$ cat src/rtl/fifo_ptr_ctrl.sv
// -----------------------------------------------------------------------------
// fifo_ptr_ctrl
//   Pointer and flag controller for one side of a dual-clock FIFO. The same
//   block serves the write domain (MODE = 0) and the read domain (MODE = 1).
//   It keeps a local binary pointer, publishes it as a registered Gray code,
//   brings the opposite domain's Gray pointer across a synchroniser chain,
//   and derives full/empty, almost-full/almost-empty, the fill level and a
//   sticky overflow/underflow error.
//
// Parameters
//   ADDR_WIDTH  : RAM address width; DEPTH = 2**ADDR_WIDTH; pointers carry one
//                 extra MSB to tell full from empty.
//   SYNC_STAGES : flops in the remote-pointer synchroniser (2..4).
//   MODE        : 0 = write side (flag_o = full), 1 = read side (flag_o = empty).
//   ALMOST_TH   : write side almost when level >= DEPTH-ALMOST_TH,
//                 read side almost when level <= ALMOST_TH.
//
// Ports
//   clk_i             : local-domain clock
//   rstn_i            : asynchronous active-low reset
//   inc_i             : push (write side) / pop (read side) request
//   remote_ptr_gray_i : Gray pointer from the opposite domain (asynchronous)
//   addr_o            : RAM address, LSBs of the local binary pointer
//   ptr_gray_o        : registered Gray of the local pointer, to the other side
//   flag_o            : registered full (write side) / empty (read side)
//   almost_o          : registered almost-full / almost-empty
//   level_o           : registered entry count as seen by this domain, 0..DEPTH
//   err_o             : sticky, set when inc_i arrives while flag_o is high
// -----------------------------------------------------------------------------
module fifo_ptr_ctrl #(
  parameter int ADDR_WIDTH  = 5,
  parameter int SYNC_STAGES = 2,
  parameter int MODE        = 0,
  parameter int ALMOST_TH   = 4
) (
  input  logic                  clk_i,
  input  logic                  rstn_i,
  input  logic                  inc_i,
  input  logic [ADDR_WIDTH:0]   remote_ptr_gray_i,
  output logic [ADDR_WIDTH-1:0] addr_o,
  output logic [ADDR_WIDTH:0]   ptr_gray_o,
  output logic                  flag_o,
  output logic                  almost_o,
  output logic [ADDR_WIDTH:0]   level_o,
  output logic                  err_o
);

  localparam int PW    = ADDR_WIDTH + 1;
  localparam int DEPTH = 1 << ADDR_WIDTH;

  localparam logic [PW-1:0] DEPTH_P   = PW'(DEPTH);
  localparam logic [PW-1:0] AFULL_TH  = PW'(DEPTH - ALMOST_TH);
  localparam logic [PW-1:0] AEMPTY_TH = PW'(ALMOST_TH);
  localparam logic          RD_SIDE   = (MODE != 0);

  function automatic logic [PW-1:0] bin2gray(input logic [PW-1:0] b);
    return b ^ (b >> 1);
  endfunction

  // Each binary bit is the XOR of all Gray bits from the MSB down to it.
  function automatic logic [PW-1:0] gray2bin(input logic [PW-1:0] g);
    logic [PW-1:0] b;
    b[PW-1] = g[PW-1];
    for (int i = PW - 2; i >= 0; i--) begin
      b[i] = b[i+1] ^ g[i];
    end
    return b;
  endfunction

  logic [PW-1:0] bin_ptr;
  logic [PW-1:0] rptr_sync [SYNC_STAGES];
  logic          accept;
  logic [PW-1:0] bin_next;
  logic [PW-1:0] rbin;
  logic [PW-1:0] lvl;

  // Requests are gated by the registered flag, so a blocked request can never
  // move the pointer past the opposite one.
  assign accept   = inc_i & ~flag_o;
  assign bin_next = bin_ptr + PW'(accept);

  // ---- synchroniser: remote Gray pointer, plain flop chain ----
  always_ff @(posedge clk_i or negedge rstn_i) begin
    if (!rstn_i) begin
      for (int i = 0; i < SYNC_STAGES; i++) begin
        rptr_sync[i] <= '0;
      end
    end else begin
      rptr_sync[0] <= remote_ptr_gray_i;
      for (int i = 1; i < SYNC_STAGES; i++) begin
        rptr_sync[i] <= rptr_sync[i-1];
      end
    end
  end

  assign rbin = gray2bin(rptr_sync[SYNC_STAGES-1]);

  // Modular subtraction on the extended pointers gives 0..DEPTH across wraps.
  // Using bin_next lets the flag rise on the very edge that fills or drains.
  assign lvl = RD_SIDE ? (rbin - bin_next) : (bin_next - rbin);

  // ---- output stage: pointer, Gray, level and flags ----
  always_ff @(posedge clk_i or negedge rstn_i) begin
    if (!rstn_i) begin
      bin_ptr    <= '0;
      ptr_gray_o <= '0;
      level_o    <= '0;
      err_o      <= 1'b0;
      flag_o     <= RD_SIDE;
      almost_o   <= RD_SIDE;
    end else begin
      bin_ptr    <= bin_next;
      ptr_gray_o <= bin2gray(bin_next);
      level_o    <= lvl;
      if (inc_i && flag_o) begin
        err_o <= 1'b1;
      end
      if (RD_SIDE) begin
        flag_o   <= (lvl == '0);
        almost_o <= (lvl <= AEMPTY_TH);
      end else begin
        flag_o   <= (lvl == DEPTH_P);
        almost_o <= (lvl >= AFULL_TH);
      end
    end
  end

  assign addr_o = bin_ptr[ADDR_WIDTH-1:0];

endmodule
$ cat config.mk
export PLATFORM = sky130hd
export DESIGN_NAME = fifo_ptr_ctrl
export DESIGN_NICKNAME = d
export VERILOG_FILES = /design/src/rtl/fifo_ptr_ctrl.sv
export SDC_FILE = /design/constraint.sdc
export NUM_CORES = 1
export LEC_CHECK = 0
export CAP_MARGIN = 0
export CORE_ASPECT_RATIO = 2
export CORE_MARGIN = 2
export CORE_UTILIZATION = 40
export CTS_CLUSTER_SIZE = 30
export DETAILED_ROUTE_END_ITERATION = 16
export GPL_ROUTABILITY_DRIVEN = 0
export HOLD_SLACK_MARGIN = 0.06
export PLACE_DENSITY = 0.66
export SETUP_SLACK_MARGIN = 0.05
export SYNTH_ARGS = -nofsm -noshare
export SYNTH_HDL_FRONTEND = slang
export SYNTH_SLANG_ARGS = --single-unit
$ cat constraint.sdc
create_clock -name clk_i -period 6 [get_ports clk_i]
set_clock_uncertainty 0.1 [all_clocks]
set_input_delay 1.2 -clock clk_i [delete_from_list [all_inputs] [get_ports clk_i]]
set_output_delay 1.2 -clock clk_i [all_outputs]
set_load 0.005 [all_outputs]
==> impl_results.md <==
- Fmax: ~250 MHz
- Least-Margin Pin Slew: 0.532 ns
- DRC: 0
- DR pass1 iterations: 4
- Number of global-route vias before repair: 891
- Number of cells on the worst hold path: 0
- Fin nets: 147
- Cts repair resizes: 0
- Via count: 819
- Share of cells above drive strength 1: 11.4%
- Yosys reg bits: 32
- FILL cells: 269
- Synth Cell Area: 1310 µm²
- Clock H-tree levels: 2
- DRT iter0 DRCs: 12
- Register area: 801 µm²
- Syn Inst Count: 96
- RSZ-0062 raised after global routing: no
- Switching Share: a little over a third
- Detailed-route wire length per cell: 14.0 µm
- Reg2reg start: rbin[5]$_DFF_PN0_
- Leak Pwr: between 0.0007 and 0.0008 µW
- Final ANT Viol Nets: 0
- Worst Reg-to-Reg Cells: 13
- Clk buf depth: 2
- Top Ports: 29
- Post-Route WL: 2.28 mm
- P_sw: 362 µW
- Max_cap viols: 0
- Crit path DAT: 4.07 ns
- DIE WIDTH: 44.5 µm
- HPWL Detailed: 1.75 mm
- Syn. warnings: 0
- P&R area growth vs syn: 30.8%
- Share of the synthesized area in the top cell type: between 60% and 70%
- Setup TNS: 0 ns
- Clock latency on the worst-skew pair: 0.28 ns
- Worst hold path endpoint: rptr_sync[0]$_DFF_PN0_
- Relative slew slack: 64.3%
- Final critical-path share of the clock period: about two thirds
- Area of the multi-input gates: 474 µm²
- Critical path type: input pin to flip-flop
- Post-synthesis average cell area: 13.7 µm²
- Worst path required time: between 6 and 7 ns
- Most common cell in the netlist: dfrtp_1
- Hold_buf cts: 0
- Largest net degree at the start of global routing: 33
- VDD IR max: 0.000291 V
- Final setup vio count: 0
- Ys async rst share: 100%
- Core Footprint: 3160 µm²
- Die Ht: around 85 µm
- Dpl ws: between 1.5 and 2 ns
- Power per cell area: 591 nW/µm²
- Final std cells w/o fill: about 160
- Number of synthesized flops with an enable pin: 0
- Hold/Removal Path Class: flip-flop to flip-flop
- Clock share of power: 14.6%
- R2r endpoint: flag_o$_DFF_PN0_
- Dpl cells: 156
- Most instantiated cells after synthesis: dfrtp_1, xnor2_1, inv_1, ha_1, xor2_1
- CTS tree: done
- Final Hold Viols: 0
- Post-synth cell types: 30
- Initial Util: between 40% and 50%
- PortBufs: 28
- Comb pwr share: 52.1%
- P_int: about 650 µW
- Setup Buffers After CTS: 0
- Initial antenna violation count: 0
- Worst Hold Margin: 0.247 ns
- FF-to-FF setup slack: 2.32 ns
- Ys flop type: dfrtp_1
- Synth top area cells: dfrtp_1, xnor2_1, ha_1, xor2_1, inv_1
- Clk sink count: 32
- Min Tclk post-route: 3.99 ns
- Slew Viols, Final: 0
- CP max FO: 5
- Yosys top cell by area: dfrtp_1
- CTS Buf Count: 5
- Clock transition at path regs: approximately 0.060 ns
- Vias per inst: 5.02
- Status: completed
- Register area share after synthesis: about three fifths
- Ant diodes: 0
- Crit end category: flip-flop
- Total track usage: 14.6%
- Hold path startpoint: rptr_sync[6]$_DFF_PN0_
- Worst setup SP type: input pin
- Post-route setup slack: ~2 ns
- Seq pwr share: 33.4%
- # rows: 29
- Die ar.: 3780 µm²
- First-pass GRT wire length: 3.89 mm
- Mapped Nets: 111
- Clock root cell: clkbuf_8
- Congestion Overflow GR: 0
- Power Total: 1010 µW
==> worst max-delay path: stages <==
cell,delay [ns]
clkdlybuf4s50_1,0.47
nor2b_1,0.20
ha_1,0.21
xor2_1,0.44
ha_1,0.32
nand2b_1,0.09
a22oi_1,0.10
maj3_2,0.34
a221oi_2,0.24
xnor2_1,0.17
nor4_2,0.27
==> per-stage QoR <==
step                      util (%)  cell area, µm²
after floorplan                  -            1310
after global placement        51.9            1640
after detailed placement      51.9            1640
after CTS                     54.4            1720
after global routing          54.4            1720
final                         54.4            1720
==> power groups by stage <==
stage          logic (µW)  registers [µW]  clock network, µW
5_1_grt               582             347                166
3_3_place_gp          521             341                  0
6_report              528             339                148
4_1_cts               539             340                154
3_5_place_dp          533             344                  0
2_1_floorplan         311             345                  0
==> cells by family (layout without fill, tap and decap cells) <==
kind of cell | after synthesis | count (layout) | share of synthesized area, %
flops | 32 | 32 | 61.0
xor+xnor | 20 | 20 | 13.9
simple gates | 16 | 16 | 7.63
compound gates | 10 | 10 | 6.58
buf+inv | 10 | 46 | 2.86
fa+ha+maj | 7 | 7 | 7.15
mux | 1 | 1 | 0.858
==> metal layers <==
metal  wire length [µm]  GRT usage [%]  share of wire, %  up-vias
met5                  0              0                 0        -
met4                121           10.7               5.3        0
met3                 90           4.04               3.9       10
met2               1310           25.0                57       22
met1                758           13.6                33      400
li1                   -              -                 -      387
==> state kept, by name (all words and copies together) (netlist names) <==
name	flops
almost_o	1
rbin	1
ptr_gray_o	5
level_o	6
err_o	1
bin_ptr	6
flag_o	1
rptr_sync	11
==> cell usage in the layout, fill, tap and decap left out, drive strengths merged, types with 2 or more instances in the layout <==
master,n
xnor2,14
nand2,2
dfrtp,32
nand3b,2
and2,3
nand2b,2
ha,5
nand3,2
xor2,6
inv,10
clkdlybuf4s50,28
clkbuf,6
==> area by class of cell <==
cell class              instances  area share [%]
repair buffers                 29            16.8
clock buffers                   6            4.23
flip-flops and latches         32            46.6
clock inverters                 1           0.292
multi-input cells              54            27.6
well taps                      31            2.26
inverters                      10            2.19
==> worst max path at each step <==
stage,cells past startpoint,end,startpoint,slack [ns]
finish,11,flag_o$_DFF_PN0_,inc_i,2.01
global route,11,flag_o$_DFF_PN0_,inc_i,1.69
CTS,11,flag_o$_DFF_PN0_,inc_i,1.96
detailed placement,11,flag_o$_DFF_PN0_,inc_i,1.71
global placement,11,flag_o$_DFF_PN0_,inc_i,1.81
floorplan,10,flag_o$_DFF_PN0_,inc_i,2.49
Power figures use the tool's default switching activity.
==> patch: new RTL, same flow settings <==
Register the output `addr_o`, cleared by the reset; this adds one clock of latency there. The other outputs are not delayed to match.
--- a/src/rtl/fifo_ptr_ctrl.sv
+++ b/src/rtl/fifo_ptr_ctrl.sv
@@ -125,6 +125,12 @@
     end
   end
 
-  assign addr_o = bin_ptr[ADDR_WIDTH-1:0];
+  always_ff @(posedge clk_i or negedge rstn_i) begin
+    if (!rstn_i) begin
+      addr_o <= '0;
+    end else begin
+      addr_o <= bin_ptr[ADDR_WIDTH-1:0];
+    end
+  end
 
 endmodule
Check against the original RTL: not equivalent (Yosys sat finds a counterexample within 4 cycles, from zero or initial values and one cycle with rstn_i low).
==> patch against the original RTL <==
Synthesized area up 10%; total power increased by 9.1%; sequential cell count up 5; worst hold slack better by 0.0038 ns; count of clock-buffer cells in the layout grew 1; cell area rose by 9.9%; worst setup slack better by 0.030 ns; wire length is 2.6% higher.
==> patch: results (changes against the original RTL) <==
stage	metric	value	unit	change
synth	synth-seq-area-share	64.1	%	+3.1 points
grt	grt_start_max_net_pins	38		+15%
cells_and_area	reg_top3	rptr_sync (11), bin_ptr (6), level_o (6)		
detailed_routing	dr.pass1.iters	6		+2
synth	synth_commonest_cells	dfrtp_1, xnor2_1, inv_1		
synth	async_reset_ff_share	100	%	unchanged
worst_hold_path	hold_path.class	flop to flop		
power_and_ir_drop	ir_drop	0.000268	V	-8.0%
cells_and_area	final_net_count	152		+3.4%
timing	max_slew.worst_pin.slew	0.541	ns	+0.00918 ns
clock_tree	ctsHtreeMaxLevel	2		unchanged
synth	synth_ff_type	dfrtp_1		
synth	synth_warnings	0		unchanged
power_and_ir_drop	switching_share	34.2	%	-1.5 points
clock_tree	clkLatencyLatePin	0.28	ns	about the same
worst_setup_path	critPathTopFamily	simple AND/OR/NAND/NOR gates		
run_status	status	completed		
place	post-dp-hpwl	1740	um	-0.50%
place	post-place-ws	1.73	ns	+0.0241 ns
clock_tree	clkTransAtPathRegs	0.07	ns	
detailed_routing	drt-initial-drc-count	16		+4
grt	antenna_found_initial	0		unchanged
grt	grt_pass1_vias	886		-0.56%
clock_tree	cts_root_buf	clkbuf_8		
cells_and_area	fill_cells	282		+4.8%
grt	globalRouteTotalUtil	13.2	%	-1.4 points
synth	synth_area_leaders	dfrtp_1, xnor2_1, ha_1		
worst_setup_path	cp.arrival	4.05	ns	-0.02 ns
clock_tree	cts_buffer_depth	2		unchanged
synth	syn_nets	117		+5.4%
detailed_routing	drt_wl_total	2340	um	+2.6%
detailed_routing	vias	870		+6.2%
clock_tree	post_cts_resized	0		unchanged
synth	synth_cell_types	31		+3.3%
power_and_ir_drop	p_leak	0.834	nW	+9.6%
clock_tree	numCtsBuffers	5		unchanged
worst_setup_path	crit_fanout	5		unchanged
grt	grt_pass1_wl	3730	um	-4.2%
cells_and_area	drive_above_1_share	12.3	%	+0.96 points
==> patch: cell types whose count changed in the layout (fill, tap and decap cells not counted), sizes merged <==
| cell | delta |
|---|---|
| clkbuf | +1 |
| dfrtp | +5 |
==> patch: worst paths after layout <==
| path | slack (ns) | to | start | depth (start not counted) |
|---|---|---|---|---|
| min | 0.25 | rptr_sync[0] | rptr_sync[6] | 0 |
| min reg2reg | 0.25 | rptr_sync[0] | rptr_sync[6] | 0 |
| max in group asynchronous | 4.24 | rptr_sync[10] | rstn_i | 2 |
| min in group asynchronous | 1.23 | err_o | rstn_i | 2 |
| max reg2reg | 2.34 | flag_o | rbin[5] | 13 |
| max | 2.04 | flag_o | inc_i | 11 |
==> patch: per-layer routing <==
| layer | part of all wire, % | GRT usage (%) |
|---|---|---|
| met1 | 32 | 11.1 |
| met2 | 56 | 23.4 |
| met3 | 4.7 | 3.64 |
| met4 | 6.6 | 10.9 |
| met5 | 0 | 0 |
==> patch: area by class of cell <==
| cell class | count | area (sq um) | share of cell area (%) |
|---|---|---|---|
| sequential | 37 | 926 | 49.1 |
| multi-input combinational | 54 | 474 | 25.1 |
| timing repair buffer | 29 | 288 | 15.3 |
| clock buffer | 7 | 96.3 | 5.11 |
| tap | 48 | 60.1 | 3.18 |
| inverter | 10 | 37.5 | 1.99 |
| clock inverter | 1 | 5.00 | 0.265 |
==> patch: logic make-up (layout without fill, tap and decap cells) <==
group	after synthesis	after routing	share of synthesized area, %
flip-flops	37	37	64.1
XOR/XNOR	20	20	12.6
AND/OR/NAND/NOR	16	16	6.93
buffers and inverters	11	47	3.12
AO/OA/AOI/OAI	10	10	5.97
adder cells (fa/ha/maj)	7	7	6.49
multiplexers	1	1	0.779
==> patch: per-stage QoR <==
| stage | hold WS [ns] | utilization (%) | instances | power [mW] | instance area [sq um] |
|---|---|---|---|---|---|
| 6_report | 0.251 | 55.2 | 186 | 1.11 | 1890 |
| 5_1_grt | 0.256 | 55.2 | 186 | 1.19 | 1890 |
| 4_1_cts | 0.254 | 55.2 | 186 | 1.12 | 1890 |
| 3_5_place_dp | 0.239 | 52.3 | 178 | 0.930 | 1790 |
| 3_3_place_gp | 0.235 | 52.3 | 178 | 0.919 | 1790 |
| 2_1_floorplan | 0.231 | - | 102 | 0.714 | 1450 |
==> patch: power groups by stage <==
stage | combinational [mW] | clock [mW] | sequential (mW)
3_5_place_dp | 0.531 | 0 | 0.400
3_3_place_gp | 0.523 | 0 | 0.396
5_1_grt | 0.586 | 0.198 | 0.402
4_1_cts | 0.537 | 0.191 | 0.394
6_report | 0.531 | 0.183 | 0.393
2_1_floorplan | 0.316 | 0 | 0.398
